### src/rtl/banco_registradores.sv
// 32 x LARGURA register file: one write port, two registered read ports, r0 hardwired to zero.
// Define BANCO_BYPASS_EN for write-first reads on a same-cycle address match; read-first otherwise.
module banco_registradores #(
   parameter int LARGURA  = 32,
   parameter int NUM_REGS = 32
) (
   input  logic               clock,
   input  logic               reset,
   input  logic [4:0]         regLeitura1,
   input  logic [4:0]         regLeitura2,
   input  logic [4:0]         regEscrita,
   input  logic [LARGURA-1:0] dadoEscrita,
   input  logic               escreveReg,
   output logic [LARGURA-1:0] dadoLeitura1,
   output logic [LARGURA-1:0] dadoLeitura2
);

   localparam int ADDR_W = 5;

   logic [LARGURA-1:0]  registradores [NUM_REGS];
   logic [NUM_REGS-1:0] habilitaEscrita;
   logic [LARGURA-1:0]  leitura1Next;
   logic [LARGURA-1:0]  leitura2Next;

   // One-hot write decode; r0 never gets an enable.
   generate
      for (genvar gi = 0; gi < NUM_REGS; gi++) begin : gDecode
         if (gi == 0) begin : gZero
            assign habilitaEscrita[gi] = 1'b0;
         end else begin : gReg
            assign habilitaEscrita[gi] = escreveReg && (regEscrita == ADDR_W'(gi));
         end
      end
   endgenerate

   always_comb begin
      leitura1Next = registradores[regLeitura1];
      leitura2Next = registradores[regLeitura2];
`ifdef BANCO_BYPASS_EN
      if (escreveReg && (regEscrita == regLeitura1) && (regLeitura1 != '0))
         leitura1Next = dadoEscrita;
      if (escreveReg && (regEscrita == regLeitura2) && (regLeitura2 != '0))
         leitura2Next = dadoEscrita;
`endif
      if (regLeitura1 == '0)
         leitura1Next = '0;
      if (regLeitura2 == '0)
         leitura2Next = '0;
   end

   // Reset clears storage and outputs, and drops any write presented alongside it.
   always_ff @(posedge clock) begin
      if (!reset) begin
         for (int i = 0; i < NUM_REGS; i++)
            registradores[i] <= '0;
         dadoLeitura1 <= '0;
         dadoLeitura2 <= '0;
      end else begin
         for (int i = 1; i < NUM_REGS; i++)
            if (habilitaEscrita[i])
               registradores[i] <= dadoEscrita;
         dadoLeitura1 <= leitura1Next;
         dadoLeitura2 <= leitura2Next;
      end
   end

endmodule
### config.mk
export PLATFORM = sky130hd
export DESIGN_NAME = banco_registradores
export DESIGN_NICKNAME = d
export VERILOG_FILES = /design/src/rtl/banco_registradores.sv
export SDC_FILE = /design/constraint.sdc
export NUM_CORES = 2
export LEC_CHECK = 0
export ABC_AREA = 1
export CAP_MARGIN = 20
export CORE_UTILIZATION = 35
export DETAILED_ROUTE_END_ITERATION = 10
export PLACE_DENSITY_LB_ADDON = 0.12
export SYNTH_ARGS = -nofsm -noshare
export SYNTH_HDL_FRONTEND = slang
export SYNTH_SLANG_ARGS = --single-unit
### constraint.sdc
create_clock -name clock -period 5.2 [get_ports clock]
set_input_delay 1.04 -clock clock [delete_from_list [all_inputs] [get_ports clock]]
set_output_delay 1.04 -clock clock [all_outputs]
set_load 0.1 [all_outputs]
==> metrics.md <==
| Metric | Value |
|---|---|
| Kind of start point of the critical path | flip-flop |
| FMAX | around 0.27 GHz |
| Total routed wirelength | between 200000 and 250000 um |
| Run status | completed |
| Post-cts gate resize count | 0 |
| VDD IR max | between 150 and 200 uV |
| Top post-synthesis cells by area | sky130_fd_sc_hd__edfxtp_1 (52%), sky130_fd_sc_hd__nand2_1 (14%), sky130_fd_sc_hd__nand3_1 (9.3%), sky130_fd_sc_hd__nor2_1 (7.2%), sky130_fd_sc_hd__inv_1 (5.7%) |
| Mean Syn Cell Area | 7.91 sq um |
| Number of enable flip-flop cells after synthesis | slightly below 1000 |
| Global-route wire length before repair | ~350000 um |
| Port bufs | approximately 110 |
| Syn Nets | between 7000 and 8000 |
| Setup skew after layout | 0.0187 ns |
| Number of distinct library cells after synthesis | 27 |
| Maximum capacitance violations | 0 |
| Detail Route Antenna Nets | 0 |
| Share of post-route cells with drive strength above 1 | 0.0597 |
| Critical path's slowest cell | sky130_fd_sc_hd__clkdlybuf4s50_1 |
| Wirelength per Cell | between 20 and 30 um |
| Residual DRC count | 0 |
| Proportion of synthesized chip area in sequential cells | 0.548 |
| Setup TNS Final | 0 ns |
| Largest buffer count on any clock path | 3 |
| Area growth from synthesis to layout | 13.3% |
| Fraction of the core area covered by cells at the end of the flow | 0.400 |
| Setup repair after global routing missed its margin | no |
| Internal | approximately 16 mW |
| Switching fraction of total power | 0.293 |
| Pin count of the biggest net entering global routing | 172 |
| Die Height | roughly 400 um |
| Clock transition at the register clock pins on the worst setup and hold paths after CTS | about 0.060 ns |
| Number of buffers inserted for hold repair after clock tree synthesis | 0 |
| Core Box Area | between 150000 and 200000 sq um |
| Nature of the critical path endpoint | output pin |
| Required time worst endpoint | approximately 4.2 ns |
| Number of diodes added for antenna fixing | 0 |
| Via count | just over 50000 |
| Top cells by instance count after synthesis | sky130_fd_sc_hd__nand2_1 (2187), sky130_fd_sc_hd__nor2_1 (1093), sky130_fd_sc_hd__nand3_1 (1054), sky130_fd_sc_hd__edfxtp_1 (992), sky130_fd_sc_hd__inv_1 (866) |
| Clock tree from TritonCTS | yes |
| Total Nets Final | roughly 7100 |
| Total count of hold-check failures in the final report | 0 |
| Ratio of total power to cell area | approximately 360 nW/um^2 |
| Classification of the worst setup path | reg2out |
| Sum of buffers and inverters on the critical path | 1 |
| Setup violators final | 0 |
| Clk network pwr share | 0.400 |
| Clk Latency, worst-skew pair | slightly below 0.8 ns |
| Startpoint of the worst-slack reg-to-reg timing path | registradores[24][27] |
| Predominant post-synthesis flop cell | sky130_fd_sc_hd__edfxtp_1 |
| Half-perimeter wire length after detailed placement | roughly 140000 um |
| Count of H-tree levels built during CTS | 4 |
| Placed cells | 9116 |
| Worst reg2reg endpoint | dadoLeitura1[27] |
| Yosys synthesis warning count | 0 |
| Vias per cell | 5.40 |
| Die Outline Area | about 160000 sq um |
| Overall fraction of global-route tracks in use | 0.298 |
| Chain of cells forming the critical path | clkdlybuf4s50_1 |
| Number of flip-flops and latches in the synthesized netlist | about 1100 |
| Combinational fraction of design power | 0.153 |
| Critical path peak fanout | 1 |
| Congestion Overflow GR | 0 |
| Initial antenna violation count | 12 |
| Asr flop ratio synth | 0 |
| Part of the cycle the worst path needs | 0.705 |
| Sequential share of power | 0.447 |
| Worst hold start | registradores[5][24] |
| Number of max-slew violations in the final report | 0 |
| Via count of the first global-routing pass | between 40000 and 50000 |
| FF-to-FF path depth | 7 |
| Most common cell in the netlist | sky130_fd_sc_hd__nand2_1 |
| Routability congestion estimate | 0.870 |
| Count of mapped cells out of synthesis | between 7000 and 8000 |
| Slew margin rel. | 0.231 |
| Net Switching | 6.70 mW |
| End point of the most critical hold path | dadoLeitura2[24] |
| Number of buffers inserted during clock tree synthesis | between 100 and 150 |
| Initial core utilization | 0.353 |
| Biggest cell delay along the critical path | between 1 and 1.5 ns |
| Worst-case register-to-register setup slack | approximately 3.4 ns |
| CP top delay family | buffers and inverters |
| Type of the worst min-delay path | reg2reg |
| Measured slew at the worst slew-check pin | approximately 1.1 ns |
| Final Critical Period | between 3 and 4 ns |
| Clock Sinks | about 1100 |
| Netlist Area Pre-Place | 56700 sq um |
| Top cell type's share of synthesized area | 0.525 |
| WHS Path Cells | 6 |
| Filler-free cell count of the finished design | between 9000 and 10000 |
| Worst Path Arrival | roughly 2.6 ns |
| Die Span X | 405 um |
| Floorplan row count | 147 |
| Master cell of the clock root buffer | sky130_fd_sc_hd__clkbuf_16 |
| Number of buffers inserted by post-CTS setup repair | 0 |
| Leakage Power | around 28 nW |
| Cell taking the most area after synthesis | sky130_fd_sc_hd__edfxtp_1 |
| Top-level port count | 114 |
| First-pass DRT Iterations | 8 |
| Number of DRC markers in iteration 0 | between 6000 and 7000 |
## metal layers
layer,wire length (um),vias to the layer above,share of wire,GRT usage
li1,-,22747,-,-
met1,107000,24356,0.43,0.434
met2,106000,2947,0.43,0.439
met3,28000,398,0.11,0.0673
met4,6750,8,0.027,0.0858
met5,210,-,0.00085,0.00773
## logic make-up after synthesis
group / count (synthesis) / synth area share
AO/OA/AOI/OAI: 370 / 0.0371
buffers and inverters: 1367 / 0.0996
AND/OR/NAND/NOR: 4384 / 0.316
flip-flops: 1056 / 0.548
## area by class of cell
| type | instances | area, sq um |
|---|---|---|
| Sequential cell | 1056 | 31100 |
| Tap cell | 2160 | 2700 |
| Clock inverter | 53 | 434 |
| Fill cell | 16202 | 96500 |
| Clock buffer | 181 | 3750 |
| Multi-Input combinational cell | 4754 | 20300 |
| Timing Repair Buffer | 272 | 2720 |
| Inverter | 874 | 3320 |
## state kept, by name, indices dropped and copies added (netlist names)
signal	count
dadoLeitura1	32
dadoLeitura2	32
registradores	992
## worst max-delay path by stage
stage                      from             endpoint  slack (ns)  depth (start not counted)
2_1_floorplan        escreveReg  registradores[8][0]        0.91                          5
4_1_cts        dadoLeitura2[14]     dadoLeitura2[14]        1.51                          1
5_1_grt        dadoLeitura2[28]     dadoLeitura2[28]        1.53                          1
3_3_place_gp     regLeitura2[0]     dadoLeitura2[16]        1.06                         10
3_5_place_dp     regLeitura2[0]     dadoLeitura2[16]        1.03                         10
6_report       dadoLeitura2[14]     dadoLeitura2[14]        1.53                          1
## layout by cell type (no fill, tap or decap), types with 12 or more instances in the layout
master	count
sky130_fd_sc_hd__o21ai_4	13
sky130_fd_sc_hd__o21ai_0	121
sky130_fd_sc_hd__or2_2	26
sky130_fd_sc_hd__nor2_1	1091
sky130_fd_sc_hd__clkdlybuf4s50_1	103
sky130_fd_sc_hd__o21ai_1	12
sky130_fd_sc_hd__nand2_1	2172
sky130_fd_sc_hd__clkinv_1	31
sky130_fd_sc_hd__nand3_1	1053
sky130_fd_sc_hd__clkinv_2	20
sky130_fd_sc_hd__nand4_1	19
sky130_fd_sc_hd__buf_4	133
sky130_fd_sc_hd__a21oi_1	123
sky130_fd_sc_hd__inv_1	852
sky130_fd_sc_hd__dfxtp_1	64
sky130_fd_sc_hd__edfxtp_1	992
sky130_fd_sc_hd__nand2_2	15
sky130_fd_sc_hd__clkbuf_16	138
sky130_fd_sc_hd__buf_12	31
sky130_fd_sc_hd__clkbuf_8	14
sky130_fd_sc_hd__clkbuf_1	29
sky130_fd_sc_hd__o211ai_1	97
## metrics by stage
stage | instance area (sq um) | hold WS [ns] | power [mW] | setup WS (ns)
2_1_floorplan | 56700 | 0.656 | 12.4 | 0.906
3_3_place_gp | 60000 | 0.720 | 13.8 | 1.06
3_5_place_dp | 60100 | 0.707 | 13.8 | 1.03
4_1_cts | 64300 | 0.718 | 22.8 | 1.51
5_1_grt | 64300 | 0.777 | 23.5 | 1.53
6_report | 64300 | 0.721 | 22.8 | 1.53
## power by group through the flow
stage / logic, mW / registers (mW) / clock network [mW]
3_3_place_gp: 3.40 / 10.4 / 0
2_1_floorplan: 1.77 / 10.6 / 0
3_5_place_dp: 3.41 / 10.4 / 0
5_1_grt: 3.71 / 10.3 / 9.52
6_report: 3.48 / 10.2 / 9.13
4_1_cts: 3.42 / 10.2 / 9.23
No activity file was read; power rests on OpenSTA's default activity.
